**config.mk**
```make
export PLATFORM = sky130hd
export DESIGN_NAME = dmem_arbiter_flat
export DESIGN_NICKNAME = d
export VERILOG_FILES = /design/src/rtl/dmem_arbiter_if.sv /design/src/rtl/dmem_arbiter.sv /design/src/flat_wrapper.sv
export SDC_FILE = /design/constraint.sdc
export NUM_CORES = 1
export LEC_CHECK = 0
export BUFFER_PORTS_ARGS = -buffer_cell sky130_fd_sc_hd__buf_2
export CAP_MARGIN = 0
export CELL_PAD_IN_SITES_DETAIL_PLACEMENT = 0
export CELL_PAD_IN_SITES_GLOBAL_PLACEMENT = 2
export CORE_AREA = 2 2 231 233
export CTS_CLUSTER_DIAMETER = 100
export CTS_CLUSTER_SIZE = 14
export DETAILED_ROUTE_END_ITERATION = 7
export DIE_AREA = 0 0 233 235
export GPL_TIMING_DRIVEN = 0
export PLACE_DENSITY = 0.56
export REMOVE_ABC_BUFFERS = 1
export SLEW_MARGIN = 20
export SYNTH_ARGS = -nofsm -noshare
export SYNTH_HDL_FRONTEND = slang
export SYNTH_SLANG_ARGS = --single-unit
```
**constraint.sdc**
```tcl
create_clock -name clk -period 4.85 [get_ports clk]
set_input_delay 0.7275 -clock clk [delete_from_list [all_inputs] [get_ports clk]]
set_output_delay 0.7275 -clock clk [all_outputs]
set_load 0.05 [all_outputs]
```
**src/rtl/dmem_arbiter_if.sv**
```systemverilog
// rtl/dmem_arbiter_if.sv - requester and data-memory signal bundle for dmem_arbiter
interface dmem_arbiter_if;
    logic        req0;
    logic        req1;
    logic [63:0] addr0;
    logic [63:0] addr1;
    logic [63:0] wdata0;
    logic [63:0] wdata1;
    logic        wwe0;
    logic        wwe1;
    logic        bwe0;
    logic        bwe1;
    logic        lock1;
    logic        gnt0;
    logic        gnt1;
    logic        rvalid0;
    logic        rvalid1;
    logic [63:0] rdata0;
    logic [63:0] rdata1;
    logic        err0;
    logic        err1;
    logic [63:0] mem_addr;
    logic [63:0] mem_wdata;
    logic        mem_word_we;
    logic        mem_byte_we;
    logic [63:0] mem_rdata;

    modport slave (
        input  req0, req1, addr0, addr1, wdata0, wdata1,
        input  wwe0, wwe1, bwe0, bwe1, lock1, mem_rdata,
        output gnt0, gnt1, rvalid0, rvalid1, rdata0, rdata1, err0, err1,
        output mem_addr, mem_wdata, mem_word_we, mem_byte_we
    );

    modport master (
        output req0, req1, addr0, addr1, wdata0, wdata1,
        output wwe0, wwe1, bwe0, bwe1, lock1, mem_rdata,
        input  gnt0, gnt1, rvalid0, rvalid1, rdata0, rdata1, err0, err1,
        input  mem_addr, mem_wdata, mem_word_we, mem_byte_we
    );
endinterface

```
**src/rtl/dmem_arbiter.sv**
```systemverilog
// rtl/dmem_arbiter.sv - two-port data memory arbiter with starvation guard and locked bursts
module dmem_arbiter #(
    parameter logic [63:0] DATA_START = 64'h10000000,
    parameter logic [63:0] DATA_WORDS = 64'h10000,
    parameter int          MAX_WAIT   = 4,
    parameter int          MAX_BURST  = 8
) (
    input  logic          clk,
    input  logic          reset,
    dmem_arbiter_if.slave bus
);
    localparam int              WW        = $clog2(MAX_WAIT + 1);
    localparam int              BW        = $clog2(MAX_BURST + 1);
    localparam logic [WW-1:0]   WAIT_MAX  = WW'(MAX_WAIT);
    localparam logic [BW-1:0]   BURST_MAX = BW'(MAX_BURST);
    localparam logic [64:0]     DATA_END  = {1'b0, DATA_START} + {1'b0, DATA_WORDS};

    logic [WW-1:0] wait_cnt;
    logic [BW-1:0] burst_cnt;
    logic          prev_gnt1;

    logic          gnt0;
    logic          gnt1;
    logic          locked;
    logic          starved;
    logic          burst_block;

    logic [63:0]   sel_addr;
    logic [63:0]   sel_wdata;
    logic          sel_wwe;
    logic          sel_bwe;
    logic          in_range;
    logic [63:0]   resp_data;

    logic          rvalid0_q;
    logic          rvalid1_q;
    logic          err0_q;
    logic          err1_q;
    logic [63:0]   rdata0_q;
    logic [63:0]   rdata1_q;

    always_comb begin
        locked      = prev_gnt1 && bus.lock1 && bus.req1 && (burst_cnt < BURST_MAX);
        // A full burst yields to a waiting port 0 even over the starvation rule
        burst_block = (burst_cnt == BURST_MAX) && bus.req0;
        starved     = bus.req1 && (wait_cnt == WAIT_MAX) && !burst_block;
        gnt0        = 1'b0;
        gnt1        = 1'b0;
        if (!reset) begin
            if (locked || starved) begin
                gnt1 = 1'b1;
            end else if (bus.req0) begin
                gnt0 = 1'b1;
            end else if (bus.req1) begin
                gnt1 = 1'b1;
            end
        end
    end

    always_comb begin
        sel_addr  = '0;
        sel_wdata = '0;
        sel_wwe   = 1'b0;
        sel_bwe   = 1'b0;
        if (gnt0) begin
            sel_addr  = bus.addr0;
            sel_wdata = bus.wdata0;
            sel_wwe   = bus.wwe0;
            sel_bwe   = bus.bwe0;
        end else if (gnt1) begin
            sel_addr  = bus.addr1;
            sel_wdata = bus.wdata1;
            sel_wwe   = bus.wwe1;
            sel_bwe   = bus.bwe1;
        end
    end

    // 65-bit compares so a segment ending at 2^64 does not wrap
    assign in_range  = ({1'b0, sel_addr} >= {1'b0, DATA_START}) && ({1'b0, sel_addr} < DATA_END);
    assign resp_data = (in_range && !sel_wwe && !sel_bwe) ? bus.mem_rdata : 64'h0;

    assign bus.gnt0        = gnt0;
    assign bus.gnt1        = gnt1;
    assign bus.mem_addr    = sel_addr;
    assign bus.mem_wdata   = sel_wdata;
    assign bus.mem_word_we = sel_wwe && in_range && !reset;
    assign bus.mem_byte_we = sel_bwe && !sel_wwe && in_range && !reset;

    always_ff @(posedge clk) begin
        if (reset) begin
            wait_cnt  <= '0;
            burst_cnt <= '0;
            prev_gnt1 <= 1'b0;
            rvalid0_q <= 1'b0;
            rvalid1_q <= 1'b0;
            err0_q    <= 1'b0;
            err1_q    <= 1'b0;
            rdata0_q  <= '0;
            rdata1_q  <= '0;
        end else begin
            prev_gnt1 <= gnt1;
            if (gnt1 || !bus.req1) begin
                wait_cnt <= '0;
            end else if (wait_cnt != WAIT_MAX) begin
                wait_cnt <= wait_cnt + 1'b1;
            end
            // Saturates so an over-long locked stream keeps deferring to port 0
            if (!gnt1) begin
                burst_cnt <= '0;
            end else if (prev_gnt1 && bus.lock1) begin
                if (burst_cnt != BURST_MAX) begin
                    burst_cnt <= burst_cnt + 1'b1;
                end
            end else begin
                burst_cnt <= BW'(1);
            end
            rvalid0_q <= gnt0;
            rvalid1_q <= gnt1;
            err0_q    <= gnt0 && !in_range;
            err1_q    <= gnt1 && !in_range;
            if (gnt0) begin
                rdata0_q <= resp_data;
            end
            if (gnt1) begin
                rdata1_q <= resp_data;
            end
        end
    end

    // A response landing while reset is held is suppressed at the output
    assign bus.rvalid0 = rvalid0_q && !reset;
    assign bus.rvalid1 = rvalid1_q && !reset;
    assign bus.err0    = err0_q && !reset;
    assign bus.err1    = err1_q && !reset;
    assign bus.rdata0  = rdata0_q;
    assign bus.rdata1  = rdata1_q;
endmodule
```
**src/flat_wrapper.sv**
```systemverilog
// flat-port wrapper written by rule: the top's interface ports become plain ports
module dmem_arbiter_flat 
#(
    parameter logic [63:0] DATA_START = 64'h10000000,
    parameter logic [63:0] DATA_WORDS = 64'h10000,
    parameter int          MAX_WAIT   = 4,
    parameter int          MAX_BURST  = 8
)
  (clk, reset, bus_req0, bus_req1, bus_addr0, bus_addr1, bus_wdata0, bus_wdata1, bus_wwe0, bus_wwe1, bus_bwe0, bus_bwe1, bus_lock1, bus_mem_rdata, bus_gnt0, bus_gnt1, bus_rvalid0, bus_rvalid1, bus_rdata0, bus_rdata1, bus_err0, bus_err1, bus_mem_addr, bus_mem_wdata, bus_mem_word_we, bus_mem_byte_we);
  dmem_arbiter_if bus_i ();
  input  logic clk;
  input  logic reset;
  input wire logic [$bits(bus_i.req0)-1:0] bus_req0;
  input wire logic [$bits(bus_i.req1)-1:0] bus_req1;
  input wire logic [$bits(bus_i.addr0)-1:0] bus_addr0;
  input wire logic [$bits(bus_i.addr1)-1:0] bus_addr1;
  input wire logic [$bits(bus_i.wdata0)-1:0] bus_wdata0;
  input wire logic [$bits(bus_i.wdata1)-1:0] bus_wdata1;
  input wire logic [$bits(bus_i.wwe0)-1:0] bus_wwe0;
  input wire logic [$bits(bus_i.wwe1)-1:0] bus_wwe1;
  input wire logic [$bits(bus_i.bwe0)-1:0] bus_bwe0;
  input wire logic [$bits(bus_i.bwe1)-1:0] bus_bwe1;
  input wire logic [$bits(bus_i.lock1)-1:0] bus_lock1;
  input wire logic [$bits(bus_i.mem_rdata)-1:0] bus_mem_rdata;
  output wire logic [$bits(bus_i.gnt0)-1:0] bus_gnt0;
  output wire logic [$bits(bus_i.gnt1)-1:0] bus_gnt1;
  output wire logic [$bits(bus_i.rvalid0)-1:0] bus_rvalid0;
  output wire logic [$bits(bus_i.rvalid1)-1:0] bus_rvalid1;
  output wire logic [$bits(bus_i.rdata0)-1:0] bus_rdata0;
  output wire logic [$bits(bus_i.rdata1)-1:0] bus_rdata1;
  output wire logic [$bits(bus_i.err0)-1:0] bus_err0;
  output wire logic [$bits(bus_i.err1)-1:0] bus_err1;
  output wire logic [$bits(bus_i.mem_addr)-1:0] bus_mem_addr;
  output wire logic [$bits(bus_i.mem_wdata)-1:0] bus_mem_wdata;
  output wire logic [$bits(bus_i.mem_word_we)-1:0] bus_mem_word_we;
  output wire logic [$bits(bus_i.mem_byte_we)-1:0] bus_mem_byte_we;
  assign bus_i.req0 = bus_req0;
  assign bus_i.req1 = bus_req1;
  assign bus_i.addr0 = bus_addr0;
  assign bus_i.addr1 = bus_addr1;
  assign bus_i.wdata0 = bus_wdata0;
  assign bus_i.wdata1 = bus_wdata1;
  assign bus_i.wwe0 = bus_wwe0;
  assign bus_i.wwe1 = bus_wwe1;
  assign bus_i.bwe0 = bus_bwe0;
  assign bus_i.bwe1 = bus_bwe1;
  assign bus_i.lock1 = bus_lock1;
  assign bus_i.mem_rdata = bus_mem_rdata;
  assign bus_gnt0 = bus_i.gnt0;
  assign bus_gnt1 = bus_i.gnt1;
  assign bus_rvalid0 = bus_i.rvalid0;
  assign bus_rvalid1 = bus_i.rvalid1;
  assign bus_rdata0 = bus_i.rdata0;
  assign bus_rdata1 = bus_i.rdata1;
  assign bus_err0 = bus_i.err0;
  assign bus_err1 = bus_i.err1;
  assign bus_mem_addr = bus_i.mem_addr;
  assign bus_mem_wdata = bus_i.mem_wdata;
  assign bus_mem_word_we = bus_i.mem_word_we;
  assign bus_mem_byte_we = bus_i.mem_byte_we;
  dmem_arbiter #(.DATA_START(DATA_START), .DATA_WORDS(DATA_WORDS), .MAX_WAIT(MAX_WAIT), .MAX_BURST(MAX_BURST)) u_core (.clk(clk), .reset(reset), .bus(bus_i));
endmodule
```
After elaboration in Yosys (flattened, before gate mapping)
Index checks and enable logic that the tools add are counted.
Storage, ports and cells
  register bits after elaboration: 139
  input port bits: 329
  output and inout bits: 264
  logic and storage cells: 70
Cells by class
  add/sub/neg operators: 2
  $lt $le $gt $ge: 3
  eq/ne operators: 5
  muxes and demuxes: 18
  bitwise gates (word level): 2
  reductions and logical operators: 31
Operator list (number)
  $mux 64: 5
  $ge 64x29->1 const B: 1
  $lt 64x29->1 const B: 1
  $logic_and 1x1->1: 20
  $mux 1: 13
  $logic_not 1->1: 6
  $add 4x1->4 const B: 1
  $eq 4x4->1 const B: 1
  $lt 4x4->1 const B: 1
  $ne 4x4->1 const B: 1
  $reduce_or 2->1: 2
  $add 3x1->3 const B: 1
  $eq 3x3->1 const B: 1
  $ne 3x3->1 const B: 1
  $reduce_or 3->1: 1
  $logic_or 1x1->1: 2
  $ne 2x2->1 const B: 1
  $not 1->1: 2

Logic depth before layout (Yosys ltp)
Gate-level depths: netlist of the first run.
  depth in word-level cells: 14
  gate-level depth with buffers: 10
  depth with buffers taken out: 8

Worst setup path before layout of the first run
Ideal clock, no wire load.
  path type: input-to-output
  start: input port bus_lock1
  end: output port bus_mem_addr[25]
  arrival time: 2.727 ns
  required time: 4.123 ns
  path slack: 1.395 ns
  stages: 7
  path buffers: 2
  cells stage by stage: and4b_1 > a211oi_2 > or2_2 > clkbuf_1 > inv_1 > clkbuf_1 > a22o_1
On the way
  cells in the longest elaborated chain, start to end: 8
  elaborated cells between the ends (all ways): 10
  those cells by class: 6 x mux; 4 x reduce/logical
RTL lines
  from (decl): RTL line flat_wrapper.sv:23  | input wire logic [$bits(bus_i.lock1)-1:0] bus_lock1;
  $logic_and 1x1->1 (3 in series): RTL line dmem_arbiter.sv:43  | locked = prev_gnt1 && bus.lock1 && bus.req1 && (burst_cnt < BURST_MAX);
  $logic_or 1x1->1: RTL line dmem_arbiter.sv:50  | if (locked || starved) begin
  $mux 1: RTL line dmem_arbiter.sv:50
  $mux 1: RTL line dmem_arbiter.sv:49  | if (!reset) begin
  net bus_gnt1: RTL line flat_wrapper.sv:26  | output wire logic [$bits(bus_i.gnt1)-1:0] bus_gnt1;
  $mux 64: RTL line dmem_arbiter.sv:70  | end else if (gnt1) begin
  $mux 64: RTL line dmem_arbiter.sv:65  | if (gnt0) begin
  to (decl): RTL line flat_wrapper.sv:33  | output wire logic [$bits(bus_i.mem_addr)-1:0] bus_mem_addr;
The timed path passes the listed nets, and every way through them passes these cells.

Worst setup path in the final report of the first run
  start: register u_core.burst_cnt[0]
  end: output port bus_mem_byte_we
On the way
  cells in the longest elaborated chain, start to end: 13
  elaborated cells between the ends (all ways): 24
  those cells by class: 3 x order compare; 1 x eq/ne; 10 x mux; 10 x reduce/logical
RTL lines
  from (decl): RTL line dmem_arbiter.sv:19  | logic [BW-1:0] burst_cnt;
  from (signal assigned): RTL line dmem_arbiter.sv:112  | burst_cnt <= burst_cnt + 1'b1;
  parallel branches: the longest is 4 deep, another holds $lt 4x4->1
  $logic_or 1x1->1 *: RTL line dmem_arbiter.sv:50
  $mux 1: RTL line dmem_arbiter.sv:50
  $mux 1: RTL line dmem_arbiter.sv:49
  $mux 64 or $mux 1 (tied branches): RTL line dmem_arbiter.sv:70
  $mux 64 or $mux 1 (tied branches): RTL line dmem_arbiter.sv:65
  $ge 64x29->1 (tied with other cells): RTL line dmem_arbiter.sv:79  | assign in_range = ({1'b0, sel_addr} >= {1'b0, DATA_START}) && ({1'b0, sel_addr} < DATA_END);
  $logic_and 1x1->1, on equally long branches: RTL line dmem_arbiter.sv:79, dmem_arbiter.sv:87
  $logic_and 1x1->1 * (2 in series): RTL line dmem_arbiter.sv:87  | assign bus.mem_byte_we = sel_bwe && !sel_wwe && in_range && !reset;
  to (decl): RTL line flat_wrapper.sv:36  | output wire logic [$bits(bus_i.mem_byte_we)-1:0] bus_mem_byte_we;
Every way passes the cells marked *.

==> results of run 1 <==
-- power by group through the flow --
| stage | sequential, mW | combinational, mW | clock, mW |
|---|---|---|---|
| floorplan | 1.18 | 0.386 | 0 |
| global placement | 1.17 | 0.694 | 0 |
| detailed placement | 1.17 | 0.702 | 0 |
| CTS | 1.15 | 0.705 | 1.38 |
| global route | 1.15 | 0.739 | 1.44 |
| finish | 1.15 | 0.698 | 1.35 |
-- cell type report --
class	instances	area [sq um]	share of cell area [%]
antenna	1	2.50	0.0237
clock buffer	19	453	4.30
clock inverter	13	156	1.48
inverter	9	43.8	0.416
multi-input combinational	346	2960	28.1
sequential	139	2780	26.4
tap	688	861	8.17
timing repair buffer	614	3280	31.1
-- through the flow --
stage	hold slack (ns)	cell area, sq um	TNS [ns]	util [%]
detailed placement	0.458	9930	0	19.0
floorplan	0.473	5760	-58.45	-
global placement	0.456	9590	-674.06	18.4
finish	0.472	10500	0	20.2
CTS	0.476	10500	0	20.2
global route	0.487	10500	0	20.2
-- cells in the final DEF (no fill, tap or decap), drive strengths merged, types with 3 or more instances in the layout --
master	n
nor2b	6
a211oi	3
xnor2	3
nand2	5
clkinvlp	4
nor3	3
and4	6
ha	4
a22o	257
clkbuf	19
dfxtp	139
inv	15
nand3	4
nor2	9
nor4	23
buf	614
a21oi	4
-- layer usage --
layer / track usage, % / vias up / routed length [um]
met2: 22.9 / 363 / 18300
met3: 3.51 / 50 / 2790
met1: 13.6 / 3455 / 13600
met5: 0 / - / 40
met4: 3.78 / 6 / 924
li1: - / 3402 / -
-- worst register-to-register path: cells and delay by family, from the launching register on --
family,cells,cell delay [ns]
buffers and inverters,5,1.08
AO/OA/AOI/OAI,3,1.05
AND/OR/NAND/NOR,2,0.48
flip-flops,1,0.33
adder cells (fa/ha/maj),1,0.17
-- kinds of logic after synthesis --
family | count (synthesis) | synth area share (%)
AOI/OAI and AO/OA | 270 | 40.2
xor gates and xnor gates | 4 | 0.577
adders and majority gates | 4 | 0.824
buffers and inverters | 64 | 5.69
DFF | 139 | 45.8
and+or+nand+nor | 68 | 6.94
-- registers in the layout, indices dropped and copies added (netlist names) --
name	cells
u_core.burst_cnt	4
u_core.bus.rdata0	64
u_core.bus.rdata1	64
u_core.err0_q	1
u_core.err1_q	1
u_core.prev_gnt1	1
u_core.rvalid0_q	1
u_core.wait_cnt	3
-- worst paths after layout --
check                                     startpoint                                 end  cells after the start
setup / recovery    u_core.burst_cnt[0]$_SDFFE_PP0P_                     bus_mem_byte_we                      8
hold reg to reg   u_core.bus.rdata0[31]$_SDFFE_PP0P_  u_core.bus.rdata0[31]$_SDFFE_PP0P_                      1
setup reg to reg    u_core.burst_cnt[0]$_SDFFE_PP0P_  u_core.bus.rdata1[40]$_SDFFE_PP0N_                     11
hold / removal    u_core.bus.rdata0[31]$_SDFFE_PP0P_  u_core.bus.rdata0[31]$_SDFFE_PP0P_                      1
==> metrics, run 1 <==
CTS tree=built; vias in the first global route=7731; Main synth FF type=dfxtp_1; RSZ-0062 raised after global routing=no; DRC viols=0; Worst Hold Class=reg2reg; final std cells w/o fill=1829; most frequent cell after synthesis=a22o_1; CP bufs+invs=3; period utilisation layout=85.6%; Die W=233 um; #FFs+latches synth=139; global route overflow=0; Worst path slowest cell=a221oi_1; Port Buffers=592; PostCTS Resize Cnt=0; initial antenna violation count=7; Root Driver=clkbuf_16; Sw Ratio=32.1%; asr flop ratio synth=0%; CTS clock-pin slew for the worst setup and hold paths=0.07 ns; Worst path max stage delay=0.70 ns; Area growth syn-to-layout=73.5%; fmax=241 MHz; DPL Wire Length=30000 um; commonest cells in the synthesized netlist=a22o_1, dfxtp_1, a22o_2, clkbuf_1, nor4_1; Total Routing Usage GR=12.4%; clock power share=42.2%; drt pass-1 iters=4; io pins=593; fraction of layout cells with a size suffix above 1=61.1%; FP Rows=84; switching power=1.02 mW; Final Hold Vio Count=0; Power Internal=2.17 mW; Worst Setup End Kind=output port; Slew headroom=55.2%; Worst EP arrival=3.42 ns; Tot Pwr=3.19 mW; clock buffer depth=2; Worst Tran Pin Value=0.672 ns; power density cells=303 mW/mm^2; Setup Skew=0.0162 ns; min setup slack post-route=0.700 ns; first-pass GRT wire length=50500 um; EDFF count, synth=0; final setup fails=0; Syn. warnings=0; Crit Path Class=reg2out; cell family with most CP delay=compound AO/OA/AOI/OAI gates; cell count after synthesis=549; htree depth=4; Die Ht=235 um; fin. max-slew vios=0; final layout net count=1460; initial core utilization=11.6%; maximum vdd drop=0.219 mV; crit-path cells=inv_1 > ha_1 > and3b_2 > o2111ai_4 > clkinv_4 > a221oi_1 > and3_1 > buf_2; clk_lat worst skew=0.42 ns; Pleak=5.35 nW; R2R Setup Slk=1.66 ns; most area-consuming cells after synthesis=dfxtp_1, a22o_1, a22o_2; DR vias/cell=3.98; dominant cell type by area after synthesis=dfxtp_1; wire per inst=19.5 um; Initial DRC Count=295; area fraction of the dominant cell type after synthesis=45.8%; distinct cell type count after synthesis=38; hold_buf cts=0; cts bufs inserted=17; post-CTS setup buffer count=0; Routed WL=35600 um; Min Clock Period, post-route=4.15 ns; Routed Antenna Nets=0; Place WS=0.728 ns; startpoint types=flop; Worst Path Required=4.12 ns; Routability Congestion=0.839; die area=0.0548 sq mm; Seq/Total Area, Yosys=45.8%; CTS sink cnt=139; maxcap violations=0; syn_area_per_cell=11.1 sq um; largest net degree at the start of global routing=99; FILL cells=5827; CP Max Fanout=37; status=finished clean; placed instance count=1796; Reg power frac=36.0%; Synth Cell Area=0.00607 sq mm; core area=0.0522 sq mm; total number of vias=7276; Comb pwr share=21.9%
Power figures use the tool's default switching activity.
==> run 2: changes to the inputs <==
- HOLD_SLACK_MARGIN: not set -> 0.15
- RECOVER_POWER: not set -> 100
==> run 2 against run 1 <==
Effect of this change:
- the run now ends with capacitance limit, slew limit left
- largest cell class is now multi-input gates
- utilization is 0.74 points lower
- critical path type unchanged
- clock skew is essentially flat
- sequential cell count is the same
- wire length rose by 0.31%
- sequential share of layout area increased by 1.0 points
- sequential power about the same
- clock power about the same
==> metrics, run 2 (same netlist as run 1, synthesis figures left out) <==
status=finished, violations left; failing checks=capacitance limit, slew limit; Final Hold Vio Count=0; reg-to-reg critical path endpoint=u_core.bus.rdata1[40]$_SDFFE_PP0N_; drt pass-1 iters=4; Initial DRC Count=285; Crit Path Class=reg2out; min setup slack post-route=0.417 ns; Routed WL=35700 um; DRC viols=0; CTS sink cnt=139; Reg power frac=36.2%; Port Buffers=592; Worst Hold Class=reg2reg; Worst Setup End Kind=output port; FILL cells=5958; io pins=593; htree depth=4; Die W=233 um; vias in the first global route=7731; global route overflow=0; cts bufs inserted=17; WL met3=2710 um; Worst Tran Pin Value=1.86 ns; Hold Path Stages=1; PostCTS Resize Cnt=0; post-CTS setup buffer count=0; Pleak=4.28 nW; initial antenna violation count=7; first-pass GRT wire length=50500 um; Max Used Layer=met5; Worst path slowest cell=clkbuf_4; Sw Ratio=32.3%; wire per inst=19.5 um; startpoint types=flop; DR vias/cell=3.99; core area=0.0522 sq mm; FP Rows=84; RSZ-0062 raised after global routing=no; CTS tree=built; WL met1=13700 um; hold_buf cts=0; Area growth syn-to-layout=67.1%; most common cell after layout, fill and taps aside=buf_2; total number of vias=7292; Root Driver=clkbuf_16; Slew headroom=-24.8%; Min Clock Period, post-route=4.43 ns; Worst R2R Start=u_core.burst_cnt[0]$_SDFFE_PP0P_; maximum vdd drop=0.220 mV; Worst EP arrival=3.71 ns; clock buffer depth=2; fraction of layout cells with a size suffix above 1=38.5%; CP Max Fanout=98; placed instance count=1796; Hold Startpoint=u_core.bus.rdata0[14]$_SDFFE_PP0P_; Hold Crit Endpoint=u_core.bus.rdata0[14]$_SDFFE_PP0P_; period utilisation layout=91.4%; worst r2r path cells=11; power density cells=312 mW/mm^2; final std cells w/o fill=1829; crit-path cells=inv_1 > ha_1 > and3b_1 > o2111ai_4 > clkinv_4 > clkbuf_4 > a22o_1 > clkbuf_1; final layout net count=1460; Routed Antenna Nets=0; CTS clock-pin slew for the worst setup and hold paths=0.07 ns; clock power share=42.4%; final setup fails=0; commonest cells after routing, fill and taps aside=buf_2, clkbuf_1, a22o_1, dfxtp_1, a22o_2; initial core utilization=11.6%; Total Routing Usage GR=12.4%; Setup Skew=0.0167 ns; R2R Setup Slk=0.69 ns; Place WS=0.728 ns; met2 wire len=18200 um; fin. max-slew vios=11; clk_lat worst skew=0.43 ns; Power Internal=2.15 mW; Worst path max stage delay=0.91 ns; Routability Congestion=0.839; Worst Path Required=4.12 ns; switching power=1.02 mW; Comb pwr share=21.4%; die area=0.0548 sq mm; maxcap violations=1; Die Ht=235 um; fmax=226 MHz; largest net degree at the start of global routing=99; DPL Wire Length=30000 um
## run 2: cell count changes in the layout (fill, tap and decap cells not counted)
cell      change
buf_2       -258
and3b_1       +1
and3b_2       -1
nand3b_2      -1
a211oi_1      +2
clkbuf_2      +9
buf_8         -1
buf_6         -3
a211oi_2      -1
a211oi_4      -1
nand3b_1      +1
clkbuf_1    +253
buf_16        -1
clkbuf_4      +1
## run 2: metrics by stage
stage	total power, mW	cell area [sq um]	hold slack (ns)	setup TNS [ns]	util (%)
after floorplan	1.57	5760	0.473	-58.45	-
after global placement	1.87	9590	0.456	-674.06	18.4
after detailed placement	1.88	9930	0.458	0	19.0
after CTS	3.24	10500	0.476	0	20.2
after global routing	3.30	10100	0.489	0	19.4
final	3.17	10100	0.476	0	19.4
## run 2: layout make-up
class / count / area [sq um] / share of cell area, %
clock buffers: 19 / 453 / 4.46
well taps: 688 / 861 / 8.48
flip-flops and latches: 139 / 2780 / 27.4
inverters: 9 / 43.8 / 0.431
clock inverters: 13 / 156 / 1.54
multi-input cells: 346 / 2940 / 29.0
repair buffers: 614 / 2910 / 28.7
diodes: 1 / 2.50 / 0.0247
## run 2: power groups by stage
| stage | registers, mW | clock network, mW | logic [mW] |
|---|---|---|---|
| after floorplan | 1.18 | 0 | 0.386 |
| after global placement | 1.17 | 0 | 0.694 |
| after detailed placement | 1.17 | 0 | 0.702 |
| after CTS | 1.15 | 1.38 | 0.705 |
| after global routing | 1.15 | 1.44 | 0.719 |
| final | 1.15 | 1.35 | 0.678 |
## run 2: worst max-delay path: cells and delay by family, from the launching register on
kind | cells | cell delay, ns
buffers and inverters | 4 | 1.86
AO/OA/AOI/OAI | 2 | 0.51
flip-flops | 1 | 0.33
AND/OR/NAND/NOR | 1 | 0.28
adder cells (fa/ha/maj) | 1 | 0.17
## run 2: routing by layer
layer  up-vias  GRT usage [%]
met5         -              0
met4         6           3.78
met3        56           3.51
met2       368           22.9
met1      3460           13.6
li1       3402              -
## run 2: how the worst max path moves through the flow
stage,from,end,slack (ns),depth (start not counted)
after CTS,u_core.burst_cnt[0]$_SDFFE_PP0P_,bus_mem_byte_we,0.52,8
final,u_core.burst_cnt[0]$_SDFFE_PP0P_,bus_mem_addr[9],0.42,8
after global placement,bus_req1,u_core.bus.rdata1[18]$_SDFFE_PP0N_,-4.70,5
after floorplan,bus_req1,bus_mem_word_we,-1.13,5
after global routing,u_core.burst_cnt[0]$_SDFFE_PP0P_,bus_mem_wdata[44],0.19,8
after detailed placement,bus_addr0[32],bus_mem_byte_we,0.73,7
==> run 3: changes to the inputs <==
--- a/config.mk
+++ b/config.mk
@@ -7,2 +7,3 @@
 export LEC_CHECK = 0
+export ABC_AREA = 0
 export BUFFER_PORTS_ARGS = -buffer_cell sky130_fd_sc_hd__buf_2
==> constraint.sdc (replaced) <==
create_clock -name clk -period 4.85 [get_ports clk]
set_input_delay 0.97 -clock clk [delete_from_list [all_inputs] [get_ports clk]]
set_output_delay 0.97 -clock clk [all_outputs]
set_load 0.05 [all_outputs]
==> run 3 against run 2 <==
Effect of this change:
- the run still ends with capacitance limit, slew limit left
- design area is 0.15% higher
- non-clock buffer count is the same
- wire length about the same
- maximum frequency fell by 1.5%
- largest power group unchanged
- critical path depth is the same
- register-to-register slack lost 0.12 ns
- first-iteration DRC count is 0.35% lower
- clock skew shrank 0.00088 ns
- worst hold slack is essentially flat
==> metrics, run 3 (same netlist as run 1, synthesis figures left out) <==
Routability Congestion=0.839; CTS sink cnt=139; Worst R2R Start=u_core.burst_cnt[0]$_SDFFE_PP0P_; Routed Antenna Nets=0; most common cell after layout, fill and taps aside=buf_2; wire per inst=19.5 um; hold_buf cts=0; fmax=222 MHz; status=finished, violations left; Slew headroom=-18.5%; RSZ-0062 raised after global routing=no; initial antenna violation count=7; die area=0.0548 sq mm; Routed WL=35700 um; DR vias/cell=3.98; Die Ht=235 um; Initial DRC Count=284; Total Routing Usage GR=12.4%; register area=0.00278 sq mm; startpoint types=flop; initial core utilization=11.6%; final layout net count=1460; first-pass GRT wire length=50500 um; crit-path cells=inv_1 > ha_1 > and3b_1 > o2111ai_4 > clkinv_4 > a221oi_1 > nor2b_1 > clkbuf_1; clk_lat worst skew=0.42 ns; Crit Path Class=reg2out; total number of vias=7284; core area=0.0522 sq mm; fraction of layout cells with a size suffix above 1=37.7%; DRC viols=0; Worst path max stage delay=0.75 ns; PostCTS Resize Cnt=0; Worst Setup EP=bus_mem_word_we; Worst EP arrival=3.53 ns; period utilisation layout=92.8%; Tot Pwr=3.17 mW; Final Hold Vio Count=0; Pleak=4.26 nW; power density cells=312 mW/mm^2; Worst Setup End Kind=output port; Root Driver=clkbuf_16; drt pass-1 iters=4; io pins=593; R2R Setup Slk=0.57 ns; largest net degree at the start of global routing=99; post-CTS setup buffer count=0; commonest cells after routing, fill and taps aside=buf_2, clkbuf_1, a22o_1, dfxtp_1, a22o_2; final std cells w/o fill=1829; vias in the first global route=7731; maxcap violations=1; FILL cells=5943; maximum vdd drop=0.218 mV; area occupied by multi-input gates=0.00295 sq mm; Worst path slowest cell=a221oi_1; Hold Startpoint=u_core.bus.rdata0[14]$_SDFFE_PP0P_; Worst Tran Pin Value=1.77 ns; worst r2r path cells=12; final setup fails=0; Die W=233 um; Setup Skew=0.0159 ns; Port Buffers=592; clock buffer depth=2; failing checks=capacitance limit, slew limit; reg-to-reg critical path endpoint=u_core.bus.rdata0[15]$_SDFFE_PP0P_; Setup TNS=0 ns; cts bufs inserted=17; Worst Path Required=3.88 ns; Area growth syn-to-layout=67.4%; CTS clock-pin slew for the worst setup and hold paths=0.07 ns; placed cell areas=0.00993 sq mm; fin. max-slew vios=11; global route overflow=0; final instance area=0.0102 sq mm; Worst Hold Class=reg2reg; Post-Route Utilization=19.5%; crit path from=u_core.burst_cnt[0]$_SDFFE_PP0P_; placed instance count=1796; CP Max Fanout=37; DPL Wire Length=30000 um; FP Rows=84; Min Clock Period, post-route=4.50 ns; CTS tree=built; htree depth=4
-- run 3: cell types whose count changed in the layout (fill, tap and decap cells not counted), sizes merged --
cell | previous run | this run
buf | 351 | 348
clkbuf | 282 | 285
-- run 3: area by class of cell --
cell class              count  share of cell area (%)
multi-input cells         346                    29.0
repair buffers            614                    28.7
flip-flops and latches    139                    27.4
well taps                 688                    8.47
clock buffers              19                    4.46
clock inverters            13                    1.54
inverters                   9                   0.431
diodes                      1                  0.0246
-- run 3: where the power goes --
part | switching (mW) | internal, mW
combinational | 0.477 | 0.202
clock | 0.546 | 0.800
sequential | 0.00241 | 1.15
total | 1.02 | 2.15
-- run 3: critical path, delay by kind of cell (launching register included) --
family	cells	cell delay (ns)
compound gates	2	1.12
fa+ha+maj	1	0.21
buf+inv	3	0.96
flops	1	0.36
simple gates	2	0.44
-- run 3: layer usage --
metal / vias to the layer above / global-route usage, % / routed length (um)
met4: 6 / 3.78 / 983
li1: 3398 / - / -
met5: - / 0 / 37
met2: 368 / 22.9 / 18200
met3: 54 / 3.51 / 2790
met1: 3458 / 13.6 / 13600
-- run 3: how the worst min path moves through the flow --
stage	to	slack [ns]	cells past startpoint
floorplan	u_core.wait_cnt[1]$_SDFFE_PP0P_	0.47	2
global placement	u_core.bus.rdata0[10]$_SDFFE_PP0P_	0.46	1
detailed placement	u_core.bus.rdata0[13]$_SDFFE_PP0P_	0.46	1
CTS	u_core.bus.rdata0[7]$_SDFFE_PP0P_	0.48	1
global route	u_core.bus.rdata0[40]$_SDFFE_PP0P_	0.49	1
finish	u_core.bus.rdata0[14]$_SDFFE_PP0P_	0.48	1
-- run 3: through the flow --
stage,setup slack (ns),hold slack [ns]
after floorplan,-1.61,0.473
after global placement,-4.94,0.456
after detailed placement,0.243,0.458
after CTS,0.237,0.476
after global routing,0.0874,0.489
final,0.348,0.476
